**src/rtl/systolic_ctrl_pkg.sv**
```systemverilog
// Shared command-controller constants: opcodes, FSM state encoding, status bit positions.
// No logic here, so it adds no latency and has no backpressure.
package systolic_ctrl_pkg;

    localparam logic [7:0] OP_NOP    = 8'h00;
    localparam logic [7:0] OP_LOAD_A = 8'h10;
    localparam logic [7:0] OP_LOAD_B = 8'h11;
    localparam logic [7:0] OP_START  = 8'h20;
    localparam logic [7:0] OP_READ_C = 8'h30;
    localparam logic [7:0] OP_STATUS = 8'h40;

    typedef enum logic [2:0] {
        ST_IDLE    = 3'd0,
        ST_LOAD_LO = 3'd1,
        ST_LOAD_HI = 3'd2,
        ST_COMPUTE = 3'd3,
        ST_READ    = 3'd4
    } state_t;

    localparam int STAT_BUSY     = 7;
    localparam int STAT_DONE     = 6;
    localparam int STAT_LOADED_B = 5;
    localparam int STAT_LOADED_A = 4;
    localparam int STAT_ERR      = 3;

endpackage

```
**src/rtl/systolic_rd_serializer.sv**
```systemverilog
// Result readback: prefetches result words and shifts them out LSB byte first.
// First byte 3 cycles after start, next word 3 cycles after its tx_load; paced purely by tx_load.
module systolic_rd_serializer #(
    parameter int N      = 4,
    parameter int ACC_W  = 32,
    parameter int ADDR_W = $clog2(N*N)
) (
    input  logic              clk,
    input  logic              rst_n,
    input  logic              start,
    input  logic              tx_load,
    output logic [ADDR_W-1:0] res_addr,
    input  logic [ACC_W-1:0]  res_rdata,
    output logic [7:0]        tx_byte,
    output logic              last
);

    logic [ACC_W-1:0] shreg;
    logic [1:0]       byte_idx;
    logic [1:0]       pf_cnt;

    assign tx_byte = shreg[7:0];
    assign last    = tx_load && (byte_idx == 2'd3) && (res_addr == ADDR_W'(N*N-1));

    // pf_cnt covers the address register plus the one-cycle memory read
    always_ff @(posedge clk) begin
        if (!rst_n) begin
            res_addr <= '0;
            shreg    <= '0;
            byte_idx <= '0;
            pf_cnt   <= '0;
        end else if (start) begin
            res_addr <= '0;
            byte_idx <= '0;
            pf_cnt   <= 2'd2;
        end else begin
            if (pf_cnt != 2'd0) begin
                pf_cnt <= pf_cnt - 2'd1;
                if (pf_cnt == 2'd1)
                    shreg <= res_rdata;
            end
            if (tx_load) begin
                if (byte_idx != 2'd3) begin
                    byte_idx <= byte_idx + 2'd1;
                    shreg    <= shreg >> 8;
                end else if (!last) begin
                    byte_idx <= '0;
                    res_addr <= res_addr + ADDR_W'(1);
                    pf_cnt   <= 2'd2;
                end
            end
        end
    end

endmodule

```
**src/rtl/systolic_cmd_sequencer.sv**
```systemverilog
// SPI command controller: decodes opcodes, loads operands, launches the array, reads results.
// Writes/strobes/status one cycle after the byte; readback paced by tx_load, no rx backpressure.
module systolic_cmd_sequencer
    import systolic_ctrl_pkg::*;
#(
    parameter int N      = 4,
    parameter int DATA_W = 16,
    parameter int ACC_W  = 32,
    parameter int ADDR_W = $clog2(N*N)
) (
    input  logic              clk,
    input  logic              rst_n,
    input  logic              rx_valid,
    input  logic [7:0]        rx_byte,
    input  logic              tx_load,
    output logic [7:0]        tx_byte,
    output logic              mem_we,
    output logic              mem_sel,
    output logic [ADDR_W-1:0] mem_addr,
    output logic [DATA_W-1:0] mem_wdata,
    output logic [ADDR_W-1:0] res_addr,
    input  logic [ACC_W-1:0]  res_rdata,
    output logic              arr_start,
    input  logic              arr_busy,
    input  logic              arr_done,
    output logic              irq,
    output logic [2:0]        state_o,
    output logic [ADDR_W+2:0] data_count
);

    localparam logic [ADDR_W+2:0] LOAD_LAST = (ADDR_W+3)'(2*N*N - 1);

    state_t     state, state_nxt;
    logic       loaded_a, loaded_b, done, err;
    logic [7:0] lo_byte, tx_reg, ser_tx, stat;
    logic       load_cmd, lo_cap, wr_word, launch, stat_rd, set_err;
    logic       ser_start, ser_adv, ser_last, done_evt;

    assign state_o  = state;
    assign done_evt = (state == ST_COMPUTE) && arr_done;
    assign tx_byte  = (state == ST_READ) ? ser_tx : tx_reg;

    always_comb begin
        stat                = '0;
        stat[STAT_BUSY]     = arr_busy;
        stat[STAT_DONE]     = done | done_evt;
        stat[STAT_LOADED_B] = loaded_b;
        stat[STAT_LOADED_A] = loaded_a;
        stat[STAT_ERR]      = err;
        stat[2:0]           = state;
    end

    always_comb begin
        state_nxt = state;
        load_cmd  = 1'b0;
        lo_cap    = 1'b0;
        wr_word   = 1'b0;
        launch    = 1'b0;
        stat_rd   = 1'b0;
        set_err   = 1'b0;
        ser_start = 1'b0;
        ser_adv   = 1'b0;
        unique case (state)
            ST_IDLE: if (rx_valid) begin
                case (rx_byte)
                    OP_NOP: ;
                    OP_LOAD_A, OP_LOAD_B: begin
                        load_cmd  = 1'b1;
                        state_nxt = ST_LOAD_LO;
                    end
                    OP_START: if (loaded_a && loaded_b && !arr_busy) begin
                        launch    = 1'b1;
                        state_nxt = ST_COMPUTE;
                    end else set_err = 1'b1;
                    OP_READ_C: if (done) begin
                        ser_start = 1'b1;
                        state_nxt = ST_READ;
                    end else set_err = 1'b1;
                    OP_STATUS: stat_rd = 1'b1;
                    default:   set_err = 1'b1;
                endcase
            end
            ST_LOAD_LO: if (rx_valid) begin
                lo_cap    = 1'b1;
                state_nxt = ST_LOAD_HI;
            end
            ST_LOAD_HI: if (rx_valid) begin
                wr_word   = 1'b1;
                state_nxt = (data_count == LOAD_LAST) ? ST_IDLE : ST_LOAD_LO;
            end
            ST_COMPUTE: begin
                if (rx_valid) begin
                    if (rx_byte == OP_STATUS) stat_rd = 1'b1;
                    else                      set_err = 1'b1;
                end
                if (arr_done) state_nxt = ST_IDLE;
            end
            ST_READ: if (tx_load) begin
                ser_adv = 1'b1;
                if (ser_last) state_nxt = ST_IDLE;
            end
            default: state_nxt = ST_IDLE;
        endcase
    end

    // In LOAD_HI data_count is 2k+1 for word k, so its upper bits are the word index
    always_ff @(posedge clk) begin
        if (!rst_n) begin
            state      <= ST_IDLE;
            loaded_a   <= 1'b0;
            loaded_b   <= 1'b0;
            done       <= 1'b0;
            err        <= 1'b0;
            irq        <= 1'b0;
            lo_byte    <= '0;
            tx_reg     <= '0;
            mem_we     <= 1'b0;
            mem_sel    <= 1'b0;
            mem_addr   <= '0;
            mem_wdata  <= '0;
            arr_start  <= 1'b0;
            data_count <= '0;
        end else begin
            state     <= state_nxt;
            mem_we    <= wr_word;
            arr_start <= launch;
            if (load_cmd) begin
                mem_sel <= rx_byte[0];
                if (rx_byte[0]) loaded_b <= 1'b0;
                else            loaded_a <= 1'b0;
            end
            if (lo_cap) lo_byte <= rx_byte;
            if (wr_word) begin
                mem_addr  <= data_count[ADDR_W:1];
                mem_wdata <= DATA_W'({rx_byte, lo_byte});
                if (data_count == LOAD_LAST) begin
                    if (mem_sel) loaded_b <= 1'b1;
                    else         loaded_a <= 1'b1;
                end
            end
            if (state == ST_IDLE && rx_valid)
                data_count <= '0;
            else if (lo_cap || wr_word || ser_adv)
                data_count <= data_count + (ADDR_W+3)'(1);
            if (launch)        done <= 1'b0;
            else if (done_evt) done <= 1'b1;
            if (stat_rd)       irq <= 1'b0;
            else if (done_evt) irq <= 1'b1;
            if (set_err)      err <= 1'b1;
            else if (stat_rd) err <= 1'b0;
            if (stat_rd)
                tx_reg <= stat;
            else if (state == ST_READ && state_nxt == ST_IDLE)
                tx_reg <= 8'h00;
        end
    end

    systolic_rd_serializer #(.N(N), .ACC_W(ACC_W), .ADDR_W(ADDR_W)) u_rd_ser (
        .clk       (clk),
        .rst_n     (rst_n),
        .start     (ser_start),
        .tx_load   (ser_adv),
        .res_addr  (res_addr),
        .res_rdata (res_rdata),
        .tx_byte   (ser_tx),
        .last      (ser_last)
    );

endmodule

```
**config.mk**
```make
export PLATFORM = sky130hd
export DESIGN_NAME = systolic_cmd_sequencer
export DESIGN_NICKNAME = d
export VERILOG_FILES = /design/src/rtl/systolic_ctrl_pkg.sv /design/src/rtl/systolic_rd_serializer.sv /design/src/rtl/systolic_cmd_sequencer.sv
export SDC_FILE = /design/constraint.sdc
export NUM_CORES = 1
export LEC_CHECK = 0
export ABC_AREA = 1
export BUFFER_PORTS_ARGS = -buffer_cell sky130_fd_sc_hd__buf_2
export CAP_MARGIN = 20
export CORE_UTILIZATION = 59
export CTS_CLUSTER_DIAMETER = 150
export DETAILED_ROUTE_END_ITERATION = 8
export PLACE_DENSITY = 0.91
export SYNTH_ARGS = -nofsm -noshare
export SYNTH_HDL_FRONTEND = slang
export SYNTH_HIERARCHICAL = 1
export SYNTH_SLANG_ARGS = --single-unit
```
**constraint.sdc**
```tcl
create_clock -name clk -period 3.49 [get_ports clk]
set_input_delay 0.698 -clock clk [delete_from_list [all_inputs] [get_ports clk]]
set_output_delay 0.698 -clock clk [all_outputs]
set_load 0.1 [all_outputs]
```
# == Word level (Yosys, flattened, before mapping) ==
# Cells that the tools add are included.
# Widths: inputs -> output; s select.
# op_classes
n_bitwise,4
addsub,4
n_mux,63
n_reduce_logical,25
eq_ne,15
# ops
op,n
$mux 32,4
$mux 1,37
$mux 3,8
$mux 8,3
$eq 8x5->1 const B,2
$eq 8x6->1 const B,2
$pmux 3 s5,1
$mux 2,7
$reduce_or 2->1,6
$pmux 3 s3,1
$eq 8x7->1 const B,1
$logic_not 8->1,1
$add 7x1->7 const B,1
$eq 7x5->1 const B,1
$logic_and 1x1->1,7
$eq 3x2->1 const B,2
$logic_not 3->1,2
$reduce_bool 2->1,3
$add 4x1->4 const B,1
$eq 4x4->1 const B,1
$reduce_or 4->1,1
$eq 3x1->1 const B,1
$eq 3x3->1 const B,1
$not 1->1,3
other kinds (13),14
# totals
reg_bits,94
wordCells,130

# == Longest topological paths before layout ==
# logic_depth
depth_word,11
depth_mapped,14
mapped_depth_nobuf,12

# == Hierarchy ==
# The synthesis kept the hierarchy.
# modules_own_cells
mod,instances,area_each_um2,cells_per_inst,seq_area_each_um2
systolic_cmd_sequencer,1,2437.3,333,1081.0
systolic_rd_serializer,1,2135.8,333,800.8

# == Least setup slack after synthesis ==
# No wires, ideal clock.
# synth_path
kind,reg2out
from,"reg state[0], in the netlist state_o[0]"
to,out tx_byte[2]
n_path_buf,1
t_arrival_ns,3.705
required_time_ns,2.792
path_stages_with_launch,6
path_slack_ns,-0.913
cell_sequence,dfxtp_1 > inv_2 > nand2_4 > nor2_8 > clkbuf_1 > o21ai_0
# synth_between
elab_chain_len,2
# synth_lines
item,line,text
start: declaration,systolic_cmd_sequencer.sv:33,"state_t state, state_nxt;"
start signal: assignment,systolic_cmd_sequencer.sv:124,state <= state_nxt;
$eq 3x3->1,systolic_cmd_sequencer.sv:41,assign tx_byte = (state == ST_READ) ? ser_tx : tx_reg;
$mux 8,systolic_cmd_sequencer.sv:41,
end: declaration,systolic_cmd_sequencer.sv:16,"output logic [7:0] tx_byte,"
# Every way passes these cells.

# == Final worst setup path ==
# layout_path
from,"reg state[2], in the netlist state_o[2]"
to,out tx_byte[0]
# Same word-level chain as after synthesis.

==> results.toml <==
[yosys]
synth_nets = 715
yosys_warnings = 6
synth_edf_count = 0
synth_ff_type = "dfxtp_1"
async_flop_share = 0
syn_area_um2 = 4573
avgSynthCellArea_um2 = 6.867
synthDistinctLibCells = 35
ys_seq_elements = 94
ys_seq_area_frac = 0.4115
synth_top_area_cell = "dfxtp_1"
synth_top_area_share = 0.4115
syn_inst = 666
synth_area_leaders = "dfxtp_1, nand2_1, nand3_1"
synth_most_common_cell = "nand2_1"
synthTopCellsByCount = "nand2_1, dfxtp_1, nand3_1"

[die]
pin_count = 92
rows = 31
dieHeight_um = 90.04
core_um2 = 7370
initial_core_util = 0.6205
die_w_um = 90.04
die_area_um2 = 8107

[clock_network]
postCtsHoldBufs = 0
clkSinkCount = 94
cts_resized = 0
ctsLongestPathBuffers = 2
path_clk_slew_ns = 0.09
post_cts_buffers = 0
ctsHtreeMaxLevel = 3
cts-root-buf = "clkbuf_8"
numCtsBuffers = 9
worstSkewPairLatency_ns = 0.37
cts_tree = "built"

[sta]
rsz0062_at_grt = "no"
fin_crit_sh = 0.7298
report.final.slew_viol_count = 0
layout_setup_ws_ns = 0.9429
tightest_slew_ns = 0.6360
fin_setup_tns_ns = 0
fmax_mhz = 392.6
fin_worst_skew_ns = 0.009546
slew_headroom = 0.5755
setup_viol = 0
hold_violations = 0
fin_crit_ns = 2.547

[final_layout]
syn2layout_area_growth_pct = 13.95
multi_input_area_um2 = 2221
seqCellArea_um2 = 1882
fin_nets = 786
design_area_um2 = 5211
num-fill-cells = 633
largest_reg_flops = 32
num_antenna_cells = 0
layout-drive-gt1-share = 0.2008
largest-register = "u_rd_ser/shreg"
reg_top3 = "u_rd_ser/shreg x32, mem_wdata x16"

[placed_design]
dpl_worst_slack_ns = 0.9305
dpl.hpwl_um = 7516
io_buffers = 91
place_area_um2 = 4979
gp_congestion = 0.9265

[routing]
drt_iter0_drc = 233
via_per_inst = 5.240
finalWirelength_um = 10710
drcViolationCount = 0
drt_pass1_iterations = 5
wl_per_cell_um = 12.73
vias = 4407
final_antenna_net_count = 0

[critical_path]
critPathMaxFanout = 15
worstSetupStartpointType = "flip-flop"
crit_start = "state_o[2]"
r2r-start = "state_o[1]"
crit_required_ns = 2.79
worstSetupPathType = "reg -> out"
worst_ep_arrival_time_ns = 1.85
critPathCaptureType = "output pin"

[power]
power_mw = 1.980
p_leak_nw = 2.548
irDropWorstVdd_mv = 0.2317
p_per_area_nw_per_um2 = 379.9

[min_path]
hp-start = "tx_reg[2]"
holdCritPathClass = "reg -> reg"

[global_routing]
grt_use_total = 0.2709
gr-total-overflow = 0
antenna_found_initial = 0
grt_pass1_vias = 4064
grt_max_degree = 34
grt_pass1_wl_um = 18090

[outcome]
status = "finished clean"

[run]
drv_cap = 0
[layout by cell type, fill, tap and decap left out, types with 2 or more instances in the layout]
master,n
nand4_1,4
or2_1,7
a21oi_1,43
nor2_2,5
o21ai_1,18
nor3b_1,6
or2_0,6
o21ai_2,6
nor3b_2,2
bufinv_16,2
inv_1,62
nand3_4,3
nand2_4,2
dfxtp_1,94
nand2_1,188
clkbuf_8,11
inv_2,12
nand3b_1,2
nand3_1,68
nand2_2,7
ha_1,3
nor2_1,64
buf_2,91
nor3_1,2
buf_4,2
o21ai_0,19
[stage by stage]
| step | instances | utilization | hold slack (ns) |
|---|---|---|---|
| CTS | 841 | 0.7071 | 0.4513 |
| global route | 841 | 0.7071 | 0.4783 |
| detailed placement | 825 | 0.6756 | 0.4377 |
| finish | 841 | 0.7071 | 0.4495 |
| global placement | 825 | 0.6756 | 0.4244 |
| floorplan | 666 | - | 0.4161 |
[power by group]
part / internal (mW) / switching [mW] / leakage [nW] / total, mW
sequential: 1.07 / 0.000582 / 0.757 / 1.07
combinational: 0.0283 / 0.0459 / 1.67 / 0.0741
clock: 0.447 / 0.385 / 0.117 / 0.832
[worst paths after layout]
kind	slack, ns	depth (start not counted)	to
setup / recovery	0.94	5	tx_byte[0]
hold reg to reg	0.45	2	tx_reg[2]
hold / removal	0.45	2	tx_reg[2]
setup reg to reg	1.15	12	u_rd_ser/byte_idx[0]
[worst max-delay path: stages (launching register included)]
cell and delay, ns:
dfxtp_1 0.47, inv_2 0.11, nor2_8 0.26, nand2_1 0.12, nand2_1 0.09, buf_2 0.42
[cells by family after synthesis]
| group | after synthesis | synth area share |
|---|---|---|
| AND/OR/NAND/NOR | 370 | 0.3694 |
| buffers and inverters | 108 | 0.1029 |
| flip-flops | 94 | 0.4115 |
| AO/OA/AOI/OAI | 89 | 0.1042 |
| adder cells (fa/ha/maj) | 3 | 0.008209 |
| XOR/XNOR | 2 | 0.003831 |
[area by class of cell]
cell class,instances,share of cell area
multi-input cells,464,0.4262
flip-flops and latches,94,0.3611
repair buffers,93,0.09028
inverters,75,0.05402
clock buffers,12,0.02977
well taps,99,0.02377
clock inverters,4,0.01489
[per-layer routing]
metal	routed length [um]	track usage	vias to the layer above
li1	-	-	2244
met1	4769	0.3467	2006
met2	5175	0.4536	136
met3	548	0.05245	21
met4	212	0.09812	0
met5	0	0	-
Note: power is estimated with default switching activity, not from simulation.
